[config.mk]
export PLATFORM = sky130hd
export DESIGN_NAME = alu_exec_unit
export DESIGN_NICKNAME = d
export VERILOG_FILES = /design/src/rtl/alu_pkg.sv /design/src/rtl/alu_ctrl_decode.sv /design/src/rtl/alu_exec_unit.sv
export SDC_FILE = /design/constraint.sdc
export NUM_CORES = 1
export LEC_CHECK = 0
export CAP_MARGIN = 20
export CORE_AREA = 2 2 223 444
export DETAILED_ROUTE_END_ITERATION = 6
export DIE_AREA = 0 0 225 446
export HOLD_SLACK_MARGIN = 0.08
export PLACE_DENSITY = 0.49
export RECOVER_POWER = 50
export SYNTH_ARGS = -nofsm -noshare
export SYNTH_HDL_FRONTEND = slang
export SYNTH_SLANG_ARGS = --single-unit
[constraint.sdc]
create_clock -name clk -period 5.8 [get_ports clk]
set_input_delay 1.16 -clock clk [delete_from_list [all_inputs] [get_ports clk]]
set_output_delay 1.16 -clock clk [all_outputs]
set_load 0.05 [all_outputs]
[src/rtl/alu_pkg.sv]
// Shared types and constants for the execute-stage ALU.
//   alu_ctrl_e  : decoded 5-bit ALU operation
//   ALUOP_*     : encodings of the 2-bit alu_op field from the main decoder
//   F7_*        : funct7 values that select base / alternate / mul-div groups
//   alu_state_e : handshake/iteration FSM states
package alu_pkg;

    typedef enum logic [4:0] {
        ALU_ADD     = 5'd0,
        ALU_SUB     = 5'd1,
        ALU_SLL     = 5'd2,
        ALU_SLT     = 5'd3,
        ALU_SLTU    = 5'd4,
        ALU_XOR     = 5'd5,
        ALU_SRL     = 5'd6,
        ALU_SRA     = 5'd7,
        ALU_OR      = 5'd8,
        ALU_AND     = 5'd9,
        ALU_MUL     = 5'd10,
        ALU_MULH    = 5'd11,
        ALU_MULHSU  = 5'd12,
        ALU_MULHU   = 5'd13,
        ALU_DIV     = 5'd14,
        ALU_DIVU    = 5'd15,
        ALU_REM     = 5'd16,
        ALU_REMU    = 5'd17,
        ALU_ILLEGAL = 5'd18
    } alu_ctrl_e;

    localparam logic [1:0] ALUOP_ADD   = 2'b00;
    localparam logic [1:0] ALUOP_SUB   = 2'b01;
    localparam logic [1:0] ALUOP_RTYPE = 2'b10;
    localparam logic [1:0] ALUOP_ITYPE = 2'b11;

    localparam logic [6:0] F7_BASE   = 7'b0000000;
    localparam logic [6:0] F7_ALT    = 7'b0100000;
    localparam logic [6:0] F7_MULDIV = 7'b0000001;

    typedef enum logic [1:0] {
        ST_IDLE = 2'd0,
        ST_BUSY = 2'd1,
        ST_RESP = 2'd2
    } alu_state_e;

    // Base integer funct3 map (funct7 = 0000000 flavour).
    function automatic alu_ctrl_e base_op(input logic [2:0] funct3);
        case (funct3)
            3'b000:  return ALU_ADD;
            3'b001:  return ALU_SLL;
            3'b010:  return ALU_SLT;
            3'b011:  return ALU_SLTU;
            3'b100:  return ALU_XOR;
            3'b101:  return ALU_SRL;
            3'b110:  return ALU_OR;
            3'b111:  return ALU_AND;
            default: return ALU_ILLEGAL;
        endcase
    endfunction

    // M-extension funct3 map.
    function automatic alu_ctrl_e muldiv_op(input logic [2:0] funct3);
        case (funct3)
            3'b000:  return ALU_MUL;
            3'b001:  return ALU_MULH;
            3'b010:  return ALU_MULHSU;
            3'b011:  return ALU_MULHU;
            3'b100:  return ALU_DIV;
            3'b101:  return ALU_DIVU;
            3'b110:  return ALU_REM;
            3'b111:  return ALU_REMU;
            default: return ALU_ILLEGAL;
        endcase
    endfunction

    function automatic logic is_mul_op(input alu_ctrl_e op);
        return (op == ALU_MUL) || (op == ALU_MULH) || (op == ALU_MULHSU) || (op == ALU_MULHU);
    endfunction

    function automatic logic is_div_op(input alu_ctrl_e op);
        return (op == ALU_DIV) || (op == ALU_DIVU) || (op == ALU_REM) || (op == ALU_REMU);
    endfunction

endpackage

[src/rtl/alu_ctrl_decode.sv]
// Purely combinational ALU control decoder, reusable by the hazard unit.
//   alu_op   : 2-bit class from the main decoder (add / sub / R-type / I-type)
//   funct7   : instruction funct7 field
//   funct3   : instruction funct3 field
//   alu_ctrl : decoded operation, ALU_ILLEGAL for any undecodable encoding
module alu_ctrl_decode
    import alu_pkg::*;
#(
    parameter int MUL_ENABLE = 1
) (
    input  logic [1:0] alu_op,
    input  logic [6:0] funct7,
    input  logic [2:0] funct3,
    output alu_ctrl_e  alu_ctrl
);

    // Map (alu_op, funct7, funct3) onto a single ALU operation.
    always_comb begin
        alu_ctrl = ALU_ILLEGAL;
        case (alu_op)
            ALUOP_ADD: alu_ctrl = ALU_ADD;
            ALUOP_SUB: alu_ctrl = ALU_SUB;
            ALUOP_RTYPE: begin
                if (funct7 == F7_BASE) begin
                    alu_ctrl = base_op(funct3);
                end else if (funct7 == F7_ALT) begin
                    if (funct3 == 3'b000) begin
                        alu_ctrl = ALU_SUB;
                    end else if (funct3 == 3'b101) begin
                        alu_ctrl = ALU_SRA;
                    end else begin
                        alu_ctrl = ALU_ILLEGAL;
                    end
                end else if ((funct7 == F7_MULDIV) && (MUL_ENABLE != 0)) begin
                    alu_ctrl = muldiv_op(funct3);
                end else begin
                    alu_ctrl = ALU_ILLEGAL;
                end
            end
            ALUOP_ITYPE: begin
                // Immediates carry no funct7 except for the shift encodings.
                case (funct3)
                    3'b001: alu_ctrl = (funct7 == F7_BASE) ? ALU_SLL : ALU_ILLEGAL;
                    3'b101: begin
                        if (funct7 == F7_BASE) begin
                            alu_ctrl = ALU_SRL;
                        end else if (funct7 == F7_ALT) begin
                            alu_ctrl = ALU_SRA;
                        end else begin
                            alu_ctrl = ALU_ILLEGAL;
                        end
                    end
                    default: alu_ctrl = base_op(funct3);
                endcase
            end
            default: alu_ctrl = ALU_ILLEGAL;
        endcase
    end

endmodule

[src/rtl/alu_exec_unit.sv]
// Execute-stage ALU: single-cycle RV32I ops, iterative RV32M mul/div/rem.
//   clk, rst_n           : clock, async active-low reset
//   in_valid / in_ready  : request handshake from ID/EX
//   alu_op, funct7/3     : encoding to decode
//   op_a, op_b           : operands (rs1, rs2/imm)
//   out_valid / out_ready: result handshake towards EX/MEM
//   result, illegal      : result and undecodable flag, held while out_valid
module alu_exec_unit
    import alu_pkg::*;
#(
    parameter int XLEN       = 32,
    parameter int MUL_ENABLE = 1,
    parameter int SHAMT_W    = $clog2(XLEN)
) (
    input  logic            clk,
    input  logic            rst_n,
    input  logic            in_valid,
    output logic            in_ready,
    input  logic [1:0]      alu_op,
    input  logic [6:0]      funct7,
    input  logic [2:0]      funct3,
    input  logic [XLEN-1:0] op_a,
    input  logic [XLEN-1:0] op_b,
    output logic            out_valid,
    input  logic            out_ready,
    output logic [XLEN-1:0] result,
    output logic            illegal
);

    localparam int              CNT_W   = $clog2(XLEN);
    localparam logic [XLEN-1:0] MIN_NEG = {1'b1, {(XLEN-1){1'b0}}};

    alu_ctrl_e         ctrl_s;
    logic              accept_s, ovf_s, fast_div_s, iter_s;
    logic              a_neg_s, b_neg_s, neg_s;
    logic [XLEN-1:0]   mag_a_s, mag_b_s, quick_s, final_s;
    logic [SHAMT_W-1:0] shamt_s;
    logic [XLEN:0]     mul_sum_s, div_shift_s, div_diff_s;
    logic [2*XLEN-1:0] step_s, prod_s;

    alu_state_e        state_r, state_n;
    alu_ctrl_e         op_r, op_n;
    logic              neg_r, neg_n;
    logic [CNT_W-1:0]  cnt_r, cnt_n;
    // acc_r = {hi, lo}: product accumulator, or {remainder, dividend/quotient}
    logic [2*XLEN-1:0] acc_r, acc_n;
    logic [XLEN-1:0]   opnd_r, opnd_n;
    logic [XLEN-1:0]   result_r, result_n;
    logic              illegal_r, illegal_n;

    alu_ctrl_decode #(.MUL_ENABLE(MUL_ENABLE)) u_decode (
        .alu_op   (alu_op),
        .funct7   (funct7),
        .funct3   (funct3),
        .alu_ctrl (ctrl_s)
    );

    assign in_ready  = (state_r == ST_IDLE) || ((state_r == ST_RESP) && out_ready);
    assign accept_s  = in_valid && in_ready;
    assign out_valid = (state_r == ST_RESP);
    assign result    = result_r;
    assign illegal   = illegal_r;
    assign shamt_s   = op_b[SHAMT_W-1:0];

    // Operand signs, magnitudes and fast-path detection for M-extension ops.
    always_comb begin
        a_neg_s = ((ctrl_s == ALU_MULH) || (ctrl_s == ALU_MULHSU) ||
                   (ctrl_s == ALU_DIV)  || (ctrl_s == ALU_REM)) && op_a[XLEN-1];
        b_neg_s = ((ctrl_s == ALU_MULH) || (ctrl_s == ALU_DIV) ||
                   (ctrl_s == ALU_REM)) && op_b[XLEN-1];
        // Remainder takes the dividend's sign; everything else the xor.
        neg_s      = (ctrl_s == ALU_REM) ? a_neg_s : (a_neg_s ^ b_neg_s);
        mag_a_s    = a_neg_s ? (-op_a) : op_a;
        mag_b_s    = b_neg_s ? (-op_b) : op_b;
        ovf_s      = ((ctrl_s == ALU_DIV) || (ctrl_s == ALU_REM)) &&
                     (op_a == MIN_NEG) && (op_b == {XLEN{1'b1}});
        fast_div_s = is_div_op(ctrl_s) && ((op_b == {XLEN{1'b0}}) || ovf_s);
        iter_s     = is_mul_op(ctrl_s) || (is_div_op(ctrl_s) && !fast_div_s);
    end

    // Single-cycle result, including divide-by-zero and overflow fast paths.
    always_comb begin
        quick_s = {XLEN{1'b0}};
        case (ctrl_s)
            ALU_ADD:  quick_s = op_a + op_b;
            ALU_SUB:  quick_s = op_a - op_b;
            ALU_SLL:  quick_s = op_a << shamt_s;
            ALU_SLT:  quick_s = {{(XLEN-1){1'b0}}, ($signed(op_a) < $signed(op_b))};
            ALU_SLTU: quick_s = {{(XLEN-1){1'b0}}, (op_a < op_b)};
            ALU_XOR:  quick_s = op_a ^ op_b;
            ALU_SRL:  quick_s = op_a >> shamt_s;
            ALU_SRA:  quick_s = $unsigned($signed(op_a) >>> shamt_s);
            ALU_OR:   quick_s = op_a | op_b;
            ALU_AND:  quick_s = op_a & op_b;
            ALU_DIV:  quick_s = (op_b == {XLEN{1'b0}}) ? {XLEN{1'b1}} : op_a;
            ALU_DIVU: quick_s = {XLEN{1'b1}};
            ALU_REM:  quick_s = (op_b == {XLEN{1'b0}}) ? op_a : {XLEN{1'b0}};
            ALU_REMU: quick_s = op_a;
            default:  quick_s = {XLEN{1'b0}};
        endcase
    end

    // One iteration: shift-add multiply or restoring divide step.
    always_comb begin
        mul_sum_s   = {1'b0, acc_r[2*XLEN-1:XLEN]} + (acc_r[0] ? {1'b0, opnd_r} : {(XLEN+1){1'b0}});
        div_shift_s = acc_r[2*XLEN-1:XLEN-1];
        div_diff_s  = div_shift_s - {1'b0, opnd_r};
        if (is_mul_op(op_r)) begin
            step_s = {mul_sum_s, acc_r[XLEN-1:1]};
        end else if (!div_diff_s[XLEN]) begin
            step_s = {div_diff_s[XLEN-1:0], acc_r[XLEN-2:0], 1'b1};
        end else begin
            step_s = {div_shift_s[XLEN-1:0], acc_r[XLEN-2:0], 1'b0};
        end
    end

    // Sign fix-up and field selection after the last iteration.
    always_comb begin
        prod_s = neg_r ? (-step_s) : step_s;
        case (op_r)
            ALU_MUL:                         final_s = prod_s[XLEN-1:0];
            ALU_MULH, ALU_MULHSU, ALU_MULHU: final_s = prod_s[2*XLEN-1:XLEN];
            ALU_DIV, ALU_DIVU:               final_s = neg_r ? (-step_s[XLEN-1:0]) : step_s[XLEN-1:0];
            ALU_REM, ALU_REMU:               final_s = neg_r ? (-step_s[2*XLEN-1:XLEN]) : step_s[2*XLEN-1:XLEN];
            default:                         final_s = {XLEN{1'b0}};
        endcase
    end

    // Next-state and datapath-register logic.
    always_comb begin
        state_n   = state_r;
        op_n      = op_r;
        neg_n     = neg_r;
        cnt_n     = cnt_r;
        acc_n     = acc_r;
        opnd_n    = opnd_r;
        result_n  = result_r;
        illegal_n = illegal_r;
        case (state_r)
            ST_IDLE: state_n = ST_IDLE;
            ST_BUSY: begin
                acc_n = step_s;
                if (cnt_r == {CNT_W{1'b0}}) begin
                    state_n   = ST_RESP;
                    result_n  = final_s;
                    illegal_n = 1'b0;
                end else begin
                    cnt_n = cnt_r - {{(CNT_W-1){1'b0}}, 1'b1};
                end
            end
            ST_RESP: begin
                if (out_ready) begin
                    state_n = ST_IDLE;
                end else begin
                    state_n = ST_RESP;
                end
            end
            default: state_n = ST_IDLE;
        endcase
        // Acceptance only happens in IDLE or RESP, so it overrides the above.
        if (accept_s) begin
            op_n  = ctrl_s;
            neg_n = neg_s;
            if (iter_s) begin
                state_n   = ST_BUSY;
                cnt_n     = CNT_W'(XLEN-1);
                acc_n     = {{XLEN{1'b0}}, mag_a_s};
                opnd_n    = mag_b_s;
                result_n  = {XLEN{1'b0}};
                illegal_n = 1'b0;
            end else begin
                state_n   = ST_RESP;
                result_n  = quick_s;
                illegal_n = (ctrl_s == ALU_ILLEGAL);
            end
        end else begin
            op_n = op_n;
        end
    end

    // State and datapath registers.
    always_ff @(posedge clk or negedge rst_n) begin
        if (!rst_n) begin
            state_r   <= ST_IDLE;
            op_r      <= ALU_ADD;
            neg_r     <= 1'b0;
            cnt_r     <= {CNT_W{1'b0}};
            acc_r     <= {(2*XLEN){1'b0}};
            opnd_r    <= {XLEN{1'b0}};
            result_r  <= {XLEN{1'b0}};
            illegal_r <= 1'b0;
        end else begin
            state_r   <= state_n;
            op_r      <= op_n;
            neg_r     <= neg_n;
            cnt_r     <= cnt_n;
            acc_r     <= acc_n;
            opnd_r    <= opnd_n;
            result_r  <= result_n;
            illegal_r <= illegal_n;
        end
    end

endmodule

==> results.ini <==
[cells_and_area]
regArea_sq_um=3555
fillers=10660
layout-drive-gt1-share=0.1492
nNetsFinal=4021
multi_input_area_sq_um=19140
final_cell_area_sq_um=29990
area_growth_syn_to_layout_pct=24.74

[status]
violations=design-rule violations, max-capacitance violations, max-slew violations
status=finished with violations

[cts]
path_clk_slew_ps=70
cts.sinks=142
postCtsHoldBufs=0
h-tree-depth=4
cts_root_buf=clkbuf_16
worst_skew_pair.late_latency_ps=490
cts_max_path_buffers=2
numCtsBuffers=17
cts_tree=yes

[yosys]
async_flop_share=1.000
synthesis.area_sq_um=24040
ys_ff_latch=142
ys_seq_area_frac=0.1478
ys.warnings.count=0
synthDistinctLibCells=106
synthCells=3446
synth-main-ff-cell=dfrtp_1
avgSynthCellArea_sq_um=6.976
syn_nets=3707
synth_edf_count=0

[critical_path]
critical_path.max_fanout=4
crit_type=register to register
arrival_ps=5940
end_kind=register
cp-start-kind=register
crit_required_ps=6160

[grt]
antenna_found_initial=6
gr-total-overflow=0
grt_pass1_vias=30380
grt_pass1_wl_um=222600
grtUsageMet1=0.2813
grt_max_degree=90
grt.met2_usage=0.5947
grt_use_met3=0.03618
grt_use_total=0.3150
grt_busiest_layer=met2

[power_and_ir_drop]
p_leak_nw=12.51
seq_power_share=0.127
switching_share=0.5791
p_per_area_nw_per_um2=537.4
switchingPower_mw=9.331
power_mw=16.11
power_frac_comb=0.799
intPower_mw=6.784
vdd_ir_drop_max_uv=373.1
p_clk_frac=0.073

[sta]
tns_ps=0
tightest_slew_ps=4069
setup_violations=0
max_freq_mhz=179.1
fin_skew_ps=13.81
final.setup.worst_slack_ps=216.3
slew_headroom=-1.713
hold_viol=0
worst_hold_slack_ps=516.7
min_period_ps=5584
period_share=0.9627
drv_slew=62

[place]
dpl-instance-area_sq_um=29220
dp_slack_ps=-351.9
post-dp-hpwl_um=132300
place.gp.congestion=1.052
portBuffers=114

[detailed_routing]
detail_route.vias_per_cell=5.936
remaining_drc_errors=1
drt_pre_antenna_iters=7
dr.first_iter.drc_count=2190
via_count=29730
routedWlPerCell_um=32.04
wl_um=160500
ant_nets=0

[die]
start_util=0.2476
core_sq_um=97090
placementRows=162
die_h_um=446
die_area_sq_um=100400
io_pins=115
die_x_um=225

[worst_hold_path]
hold_path.class=register to register

[flow_run]
maxCapViolations=1

synthesized netlist by cell type (15+ instances only):
master     count  area [sq um]
o22ai_1       43         269.0
nand3_1       82         410.4
buf_2         23         115.1
o21bai_1      16         120.1
nand2_1      376          1411
o41ai_1       18         157.7
nor2_1       350          1314
dfrtp_1      142          3553
nand4_1       52         325.3
o21ai_0      319          1597
a2111oi_0     20         175.2
xor2_1        41         359.1
buf_1         26         97.59
nand2b_1      36         225.2
a22oi_1       27         202.7
nor3_1        75         375.4
a31oi_1       39         244.0
nor4_1        28         175.2
a221oi_1      41         359.1
inv_1        160         600.6
a21o_1        39         292.8
o21a_1        34         255.2
mux4_2        20         450.4
nor2b_1       15         93.84
o211ai_1      85         638.1
o31ai_1       51         382.9
ha_1         177          2215
clkbuf_1     182         683.2
a21oi_1      302          1511
a211oi_1      45         337.8
a211o_1       18         157.7
xnor2_1      116          1016
mux2i_1      118          1181
and3_1        15         93.84
or3_1         31         193.9
and2_1        57         356.6
routing by layer:
layer,vias to the layer above,routed length [um]
met2,1275,84200
met5,-,28
met4,4,19500
met3,621,6457
met1,14450,50290
li1,13380,-
kinds of logic (layout without fill, tap and decap cells):
| logic type | Yosys count | in the layout | synth area share |
|---|---|---|---|
| buffers and inverters | 399 | 726 | 0.06412 |
| flip-flops | 142 | 142 | 0.1478 |
| other | 0 | 5 | 0 |
| AO/OA/AOI/OAI | 1249 | 1249 | 0.3385 |
| multiplexers | 144 | 144 | 0.07068 |
| adder cells (fa/ha/maj) | 181 | 181 | 0.09546 |
| XOR/XNOR | 157 | 157 | 0.05720 |
| AND/OR/NAND/NOR | 1174 | 1174 | 0.2262 |
registers in the layout, indices dropped and copies added (netlist names):
register  count
state_r       2
cnt_r         5
opnd_r       32
op_r          5
illegal       1
neg_r         1
result       32
acc_r        64
final timing paths:
check	slack [ps]	startpoint	endpoint	depth (start not counted)
min in group asynchronous	2070	rst_n	state_r[1]	1
worst max register to register	220	acc_r[31]	result[28]	27
max in group asynchronous	1370	rst_n	acc_r[56]	1
worst max-delay path	220	acc_r[31]	result[28]	27
worst min-delay path	520	cnt_r[4]	cnt_r[4]	2
worst min register to register	520	cnt_r[4]	cnt_r[4]	2
through the flow:
stage / cells / util
after floorplan: 3446 / -
after global placement: 4964 / 0.3010
after detailed placement: 4964 / 0.3010
after CTS: 4996 / 0.3071
after global routing: 5004 / 0.3087
final: 5008 / 0.3088
cells in the final DEF, fill, tap and decap left out, types with 20 or more instances in the layout:
master           instances
o21a_1                  34
a31oi_1                 39
nor4_1                  25
inv_1                  160
nor2_1                 345
xor2_1                  41
a21o_1                  39
dfrtp_1                141
o31ai_1                 51
buf_12                  24
a221oi_1                40
clkdlybuf4s50_1         91
a21oi_1                301
nand4_1                 52
or3_1                   31
a211oi_1                45
o21ai_0                318
a22oi_1                 27
o211ai_1                85
buf_4                  390
nand3_1                 81
nor3_1                  73
o22ai_1                 43
ha_1                   174
mux2i_1                118
xnor2_1                116
and2_1                  55
nand2b_1                36
mux4_2                  20
nand2_1                374
layout make-up:
type,instances,share of cell area
inverter,165,0.02065
timing repair buffer,529,0.1511
sequential,142,0.1185
multi-input combinational,2905,0.6384
tap,1230,0.05132
antenna,5,0.0004173
clock buffer,18,0.01465
clock inverter,14,0.004882
timing repair:
action	CTS	global route
endpoints found under the setup margin	1	19
pin swaps	0	10
setup buffers	0	6
resized for setup	1	20
critical path: stages (launching register included):
cell	delay [ps]
dfrtp_1	380
inv_1	90
buf_12	150
ha_2	200
inv_1	50
fa_1	420
a211oi_2	310
o21ai_2	120
o211ai_1	180
buf_4	180
nand3_2	160
o31a_4	370
nand2_4	140
nor2_2	60
a21oi_1	170
ha_1	250
o2111ai_4	200
nor4_4	230
buf_4	180
and4_1	220
nand2_1	100
buf_4	220
nand3_1	100
buf_4	200
nand3_1	90
o31a_1	240
a32oi_1	280
o211ai_1	120
power groups by stage:
stage          Combinational [mW]  Sequential, mW  Clock (mW)
3_5_place_dp                 12.3            2.04           0
4_1_cts                      12.3            2.03        1.20
2_1_floorplan                6.61            2.11           0
6_report                     12.9            2.05        1.18
5_1_grt                      13.6            2.10        1.23
3_3_place_gp                 12.3            2.04           0
Power figures use the tool's default switching activity.
